### config.mk
export PLATFORM = sky130hd
export DESIGN_NAME = p251_rej_sampler
export DESIGN_NICKNAME = d
export VERILOG_FILES = /design/src/rtl/p251_rej_sampler.sv
export SDC_FILE = /design/constraint.sdc
export NUM_CORES = 1
export LEC_CHECK = 0
export CORE_ASPECT_RATIO = 0.5
export CORE_MARGIN = 2
export CORE_UTILIZATION = 35
export DETAILED_ROUTE_END_ITERATION = 6
export MAX_ROUTING_LAYER = met4
export SYNTH_ARGS = -nofsm -noshare
export SYNTH_HDL_FRONTEND = slang
export SYNTH_SLANG_ARGS = --single-unit
### constraint.sdc
create_clock -name i_clk -period 4.9 [get_ports i_clk]
set_input_delay 0.735 -clock i_clk [delete_from_list [all_inputs] [get_ports i_clk]]
set_output_delay 0.735 -clock i_clk [all_outputs]
set_load 0.01 [all_outputs]
### src/rtl/p251_rej_sampler.sv
// Rejection sampler: scans WIDTH-bit random words byte by byte and emits bytes <= 250 as GF(251) elements.
// Latency: byte 0 is presented one cycle after its word is accepted; one cycle per byte, one LOAD cycle per word.
// Backpressure: a pending element holds (stable o_elem/o_elem_valid) until i_elem_ready; no word is fetched meanwhile.
module p251_rej_sampler #(
    parameter int WIDTH  = 32,
    parameter int N_ELEM = 16
) (
    input  logic             i_clk,
    input  logic             i_rst_n,
    input  logic             i_start,
    input  logic [WIDTH-1:0] i_word,
    input  logic             i_word_valid,
    output logic             o_word_ready,
    output logic [7:0]       o_elem,
    output logic             o_elem_valid,
    input  logic             i_elem_ready,
    output logic             o_busy,
    output logic             o_done
);
    localparam int NB    = WIDTH / 8;
    localparam int IDX_W = (NB > 1) ? $clog2(NB) : 1;

    typedef enum logic [1:0] {S_IDLE, S_LOAD, S_SCAN, S_DONE} state_t;

    state_t             state, state_nxt;
    logic [WIDTH-1:0]   word_buf;
    logic [IDX_W-1:0]   byte_idx;
    logic [15:0]        elem_cnt;
    logic [7:0]         cur_byte;
    logic               in_scan;
    logic               byte_ok;
    logic               last_byte;
    logic               elem_hs;
    logic               byte_adv;
    logic               cnt_last;

    always_comb begin
        cur_byte = '0;
        for (int i = 0; i < NB; i++) begin
            if (byte_idx == IDX_W'(i)) cur_byte = word_buf[8*i +: 8];
        end
    end

    assign in_scan   = (state == S_SCAN);
    assign byte_ok   = (cur_byte <= 8'd250);
    assign last_byte = (byte_idx == IDX_W'(NB - 1));
    assign elem_hs   = in_scan && byte_ok && i_elem_ready;
    // A rejected byte always advances; an accepted one only on its handshake.
    assign byte_adv  = in_scan && (!byte_ok || i_elem_ready);
    assign cnt_last  = ((elem_cnt + 16'd1) == 16'(N_ELEM));

    always_comb begin
        state_nxt    = state;
        o_word_ready = 1'b0;
        o_elem_valid = 1'b0;
        o_elem       = 8'd0;
        o_busy       = (state != S_IDLE);
        o_done       = 1'b0;
        case (state)
            S_IDLE: begin
                if (i_start) state_nxt = S_LOAD;
            end
            S_LOAD: begin
                o_word_ready = 1'b1;
                if (i_word_valid) state_nxt = S_SCAN;
            end
            S_SCAN: begin
                o_elem_valid = byte_ok;
                o_elem       = byte_ok ? cur_byte : 8'd0;
                if (elem_hs && cnt_last) state_nxt = S_DONE;
                else if (byte_adv && last_byte) state_nxt = S_LOAD;
            end
            S_DONE: begin
                o_done    = 1'b1;
                state_nxt = S_IDLE;
            end
            default: state_nxt = S_IDLE;
        endcase
    end

    always_ff @(posedge i_clk or negedge i_rst_n) begin
        if (!i_rst_n) begin
            state    <= S_IDLE;
            word_buf <= '0;
            byte_idx <= '0;
            elem_cnt <= '0;
        end else begin
            state <= state_nxt;
            if (state == S_IDLE && i_start) elem_cnt <= '0;
            if (elem_hs) elem_cnt <= elem_cnt + 16'd1;
            if (state == S_LOAD && i_word_valid) begin
                word_buf <= i_word;
                byte_idx <= '0;
            end else if (byte_adv && !last_byte) begin
                byte_idx <= byte_idx + IDX_W'(1);
            end
        end
    end
endmodule

==> flow_metrics.py <==
metrics = {
    "sta": {
        "setup_viol": 0,
        "worst_slew_pin_slew_ps": 919,
        "final_max_slew_viol_count": 0,
        "fin_crit_ps": 4060,
        "hold_violations": 0,
        "skew_ps": 7.06,
        "slew_headroom_pct": 38.6,
        "fin_crit_sh_pct": 82.8,
        "tns_ps": 0,
        "rsz0062_at_grt": "no",
        "max_clock_freq_mhz": 247,
    },
    "synth": {
        "synth_fa_ha_area_share_pct": 2.53,
        "synth_edf_count": 0,
        "syn-cell-area_um2": 2960,
        "synth_top_family_by_area": "simple AND/OR/NAND/NOR gates",
        "synthSimpleGateAreaFrac_pct": 19.9,
        "postSynthAreaPerCell_um2": 10.2,
        "synth_cells": 290,
        "ys_seq_area_share_pct": 43.9,
        "yosys.area.top_type": "dfrtp_1",
        "synth.top_cell.area_share_pct": 43.9,
        "synth_area_leaders": "dfrtp_1, mux2_2, a21oi_1, nand2_1, ha_1",
        "synthMuxAreaShare_pct": 13.2,
        "ys.flop_type": "dfrtp_1",
        "synth.distinct_cells": 56,
        "synthArstFlopShare_pct": 100,
        "yosys_register_bits": 52,
        "yosys_warnings": 0,
        "synth_fp_nets": 333,
        "synth_xor_area_share_pct": 2.36,
        "synth_compound_area_share_pct": 14.3,
    },
    "cells_and_area": {
        "layout_common_cells": "dfrtp_1, clkdlybuf4s50_1, mux2_2",
        "final_common_cell": "dfrtp_1",
        "final_nets": 376,
        "finalInstanceArea_um2": 3660,
        "area_delta_synth_final_pct": 23.5,
        "drive_gt1_share_pct": 18.0,
        "n_antenna_cell": 0,
        "instances_no_fill": 446,
    },
    "clocking": {
        "cts_tree": "done",
        "clock_latency_ps": 300,
        "post-cts-setup-buffer-count": 0,
        "htreeDepth": 2,
        "clkTransAtPathRegs_ps": 70,
        "cts_buffers": 5,
        "clock_sinks": 52,
        "cts_root_buffer": "clkbuf_16",
        "cts_buffer_depth": 2,
        "cts_hold_buf": 0,
        "ctsResizeCount": 0,
    },
    "grt": {
        "grt_pass1_vias": 2285,
        "track_usage_pct": 15.9,
        "grt_max_degree": 53,
        "antenna_found_initial": 0,
        "overflow": 0,
        "grt_pass1_wl_mm": 11.4,
    },
    "die": {
        "start_util_pct": 36.5,
        "core_um2": 8120,
        "chipHeight_um": 69.1,
        "ioPinCount": 49,
        "die_w_um": 134,
        "dieArea_um2": 9270,
        "rows": 23,
    },
    "critical_path": {
        "cp-start-kind": "register",
        "required_ps": 4160,
        "cp_max_fo": 16,
        "arrival_ps": 3320,
        "worst_setup_path_end_kind": "output port",
        "crit_type": "register to output port",
    },
    "detailed_routing": {
        "routedWlPerCell_um": 15.0,
        "drc": 0,
        "drt_wl_total_mm": 6.69,
        "vias": 2294,
        "vias_per_cell": 5.14,
        "postRouteAntennaNets": 0,
        "drt_iter0_markers": 176,
        "drt-pass1-iter-count": 4,
    },
    "worst_hold_path": {
        "hp-class": "register to register",
    },
    "run": {
        "maxCapViolations": 0,
    },
    "status": {
        "outcome": "complete, no violations",
    },
    "power": {
        "ir_drop_v": 0.000192,
        "p_leak_uw": 0.00155,
        "powerDensity_nw_per_um2": 488,
    },
    "placement": {
        "io_buffers": 48,
        "dp_cells": 438,
        "place.gp.congestion": 0.788,
        "place_hpwl_mm": 4.80,
        "post_dp_cell_area_um2": 3510,
    },
}
[synth_stat cells (all sizes together) (3+ instances only)]
| master | number |
|---|---|
| a21o | 4 |
| a21oi | 21 |
| a22oi | 6 |
| and2 | 4 |
| and3 | 7 |
| buf | 12 |
| dfrtp | 52 |
| ha | 6 |
| inv | 8 |
| mux2 | 33 |
| nand2 | 21 |
| nand2b | 3 |
| nand3 | 16 |
| nand4 | 6 |
| nor2 | 15 |
| nor2b | 3 |
| nor3 | 7 |
| o211ai | 4 |
| o21ai | 13 |
| o22ai | 6 |
| or3 | 7 |
| xnor2 | 5 |
| xor2 | 3 |
[layout make-up]
class,count,area (µm²)
well taps,112,140
inverters,8,30.0
multi-input cells,216,1550
fillers,786,4460
clock buffers,5,125
repair buffers,50,490
flip-flops and latches,52,1300
clock inverters,3,22.5
[critical path: stages (launching register included)]
cell,delay (ps)
dfrtp_1,410
inv_1,110
ha_1,430
nand4b_1,180
a22oi_1,90
o311ai_1,580
o21ai_1,350
inv_1,190
and2_1,140
clkdlybuf4s50_1,540
[flip-flops by register name, summed over array words and instances (netlist names)]
name,cells
word_buf,32
state,2
byte_idx,2
elem_cnt,16
[final timing paths]
check	startpoint	to	slack [ps]	cells past startpoint
worst min-delay path	word_buf[10]	word_buf[10]	520	1
min in group asynchronous	i_rst_n	elem_cnt[5]	530	2
max in group asynchronous	i_rst_n	word_buf[26]	3910	2
worst max register to register	byte_idx[1]	elem_cnt[7]	1880	9
worst max-delay path	byte_idx[1]	o_elem[0]	840	9
worst min register to register	word_buf[10]	word_buf[10]	520	1
[cell families (layout without fill, tap and decap cells)]
logic type | after synthesis | in the layout
AND/OR/NAND/NOR | 102 | 102
AO/OA/AOI/OAI | 65 | 65
XOR/XNOR | 8 | 8
flip-flops | 52 | 52
multiplexers | 35 | 35
adder cells (fa/ha/maj) | 6 | 6
buffers and inverters | 22 | 66
[report_power, final]
| group | leakage, µW | switching, µW | internal, µW |
|---|---|---|---|
| Combinational | 0.000821 | 350 | 360 |
| Sequential | 0.000651 | 130 | 587 |
| Clock | 0.0000742 | 168 | 191 |
[per-stage QoR]
| stage | util, % | setup slack [ps] | hold WS [ps] | power (µW) |
|---|---|---|---|---|
| 6_report | 45.1 | 845 | 519 | 1790 |
| 2_1_floorplan | - | 2140 | 439 | 1190 |
| 3_5_place_dp | 43.3 | 1260 | 496 | 1440 |
| 5_1_grt | 45.1 | 530 | 540 | 1920 |
| 3_3_place_gp | 43.3 | 1410 | 508 | 1420 |
| 4_1_cts | 45.1 | 873 | 521 | 1810 |
[metal layers]
layer / routed length, µm / up-vias / share of wire, % / track usage (%)
met1: 3190 / 1120 / 48 / 20.4
met2: 3200 / 24 / 48 / 25.4
met4: 82 / 0 / 1.2 / 4.91
met5: 0 / - / 0 / -
li1: - / 1141 / - / -
met3: 217 / 9 / 3.2 / 3.46
(Power assumes the default switching activity.)
==> RTL change, RTL diff (same flow settings) <==
Change the parameter `N_ELEM` from 16 to 15.
--- a/src/rtl/p251_rej_sampler.sv
+++ b/src/rtl/p251_rej_sampler.sv
@@ -5,3 +5,3 @@
     parameter int WIDTH  = 32,
-    parameter int N_ELEM = 16
+    parameter int N_ELEM = 15
 ) (
Function: same outputs for any inputs over 10 cycles, from zero or initial values and one cycle with i_rst_n low; that may be too few to reach the edited logic, so the function may still have changed.
==> RTL change against the original RTL <==
Global-route usage shrank 0.46 points; cell area shrank 0.34%; synthesized area shrank 1.0%; sequential power shrank 0.7%; sequential cell count is the same; clock skew is essentially flat; setup slack lost 0.12 ns; total power shrank 1.4%; count of clock-buffer cells in the layout grew 3; wire length shrank 1.6%; critical path type unchanged; highest routed layer unchanged.
==> RTL change: results (changes against the original RTL) <==
[global_route]
grt_max_degree = 53  ; unchanged
antenna_found_initial = 0  ; unchanged
grt_usage_pct = 15.5  ; -0.46 points
grt_pass1_vias = 2268  ; -0.74%
grt_pass1_wl_um = 10800  ; -5.0%

[logic_synthesis]
yosys-top-cells-count = 52 x dfrtp_1, 32 x mux2_2, 27 x nand2_1
synth_seq_area_share_pct = 44.3  ; +0.45 points
synth_cell_types = 46  ; -18%
postSynthAreaPerCell_um2 = 10.1  ; -1.0%
synthXorXnorAreaFrac_pct = 2.09  ; -0.27 points
synth_compound_area_share_pct = 13.1  ; -1.2 points
synthMuxAreaShare_pct = 14.7  ; +1.5 points
synth_area_leaders = dfrtp_1 44%, mux2_2 12%, nand2_1 3.5%
synth_fa_ha_area_share_pct = 2.56  ; +0.026 points

[placement]
dp_hpwl_um = 4840  ; +0.78%
dp.cells = 439  ; +0.23%
gp_congestion = 0.854  ; +8.4%
place_area_um2 = 3500  ; -0.32%
numPortBuffers = 48  ; unchanged

[critical_path]
cp_slowest_cell = a21oi_1
critPathTopFamily = compound AO/OA/AOI/OAI gates
slowest_delay_ns = 0.71  ; +0.13 ns
cp_data_arrival_time_ns = 3.44  ; +0.12 ns
startpoint = byte_idx[1]$_DFFE_PN0P_

[detailed_routing]
drt_iter0_markers = 211  ; +20%
routed_wl_um = 6580  ; -1.6%
routedWlPerCell_um = 14.7  ; -1.8%
drtPass1Iterations = 4  ; unchanged
viasPerCell = 5.19  ; +0.99%

[clocking]
cts.path.max_buffers = 2  ; unchanged

[status]
status = complete, no violations

[hold_path]
hold_class = reg2reg
min-delay-start = word_buf[10]$_DFFE_PN0P_

[power]
swShare_pct = 35.2  ; -1.1 points
leakage_nw = 1.52  ; -1.6%
vdd_drop_max_uv = 297  ; +54%

[finish]
drive_gt1_share_pct = 15.5  ; -2.4 points
diodes = 0  ; unchanged
fin_nets = 377  ; +0.27%

[sta]
finalClockSkew_ns = 0.00664  ; -0.000427 ns
maxSlewHeadroom_pct = 42.5  ; +4.0 points

## RTL change: cell count changes in the layout (fill, tap and decap cells not counted), moves of 4 or more
cell     before  now
or3_1         6    0
a221o_1       2    6
nand3_1      15   10
o21ai_1       5    0
nor2_1       14   21
mux2i_1       2    7
nor3_1        7    3
nand2_1      21   27
and2_1        4   10
## RTL change: cells by family after synthesis
kind of cell	after synthesis
AOI/OAI and AO/OA	55
xor gates and xnor gates	7
adders and majority gates	6
buffers and inverters	23
DFF	52
muxes	39
and+or+nand+nor	108
## RTL change: worst paths after layout
check	slack, ns	endpoint	cells past startpoint
worst min-delay path	0.51	word_buf[10]$_DFFE_PN0P_	1
max in group asynchronous	3.90	elem_cnt[7]$_DFFE_PN0P_	2
worst max-delay path	0.72	o_elem[1]	9
worst max register to register	1.87	elem_cnt[2]$_DFFE_PN0P_	9
worst min register to register	0.51	word_buf[10]$_DFFE_PN0P_	1
min in group asynchronous	0.56	word_buf[15]$_DFFE_PN0P_	2
## RTL change: cell type report
cell class / instances / area, um^2
multi-input cells: 215 / 1530
fillers: 757 / 4410
repair buffers: 50 / 490
inverters: 10 / 37.5
well taps: 112 / 140
flip-flops and latches: 52 / 1300
clock buffers: 8 / 146
## RTL change: metrics by stage
step                      total power [mW]  setup slack [ns]
after floorplan                       1.17              2.08
after global placement                1.39              1.24
after detailed placement              1.41              1.10
after CTS                             1.77             0.772
after global routing                  1.89             0.425
final                                 1.76             0.722
## RTL change: power groups by stage
stage	sequential, mW	clock [mW]	combinational (mW)
final	0.712	0.355	0.695
after global routing	0.735	0.381	0.772
after CTS	0.711	0.360	0.698
after detailed placement	0.718	0	0.694
after global placement	0.716	0	0.673
after floorplan	0.672	0	0.496
## RTL change: per-layer routing
| metal | wire [um] | GRT usage (%) | vias to the layer above |
|---|---|---|---|
| met1 | 2890 | 18.3 | 1145 |
| li1 | - | - | 1126 |
| met5 | 0 | - | - |
| met2 | 3300 | 27.4 | 45 |
| met3 | 307 | 3.22 | 6 |
| met4 | 73 | 4.65 | 0 |
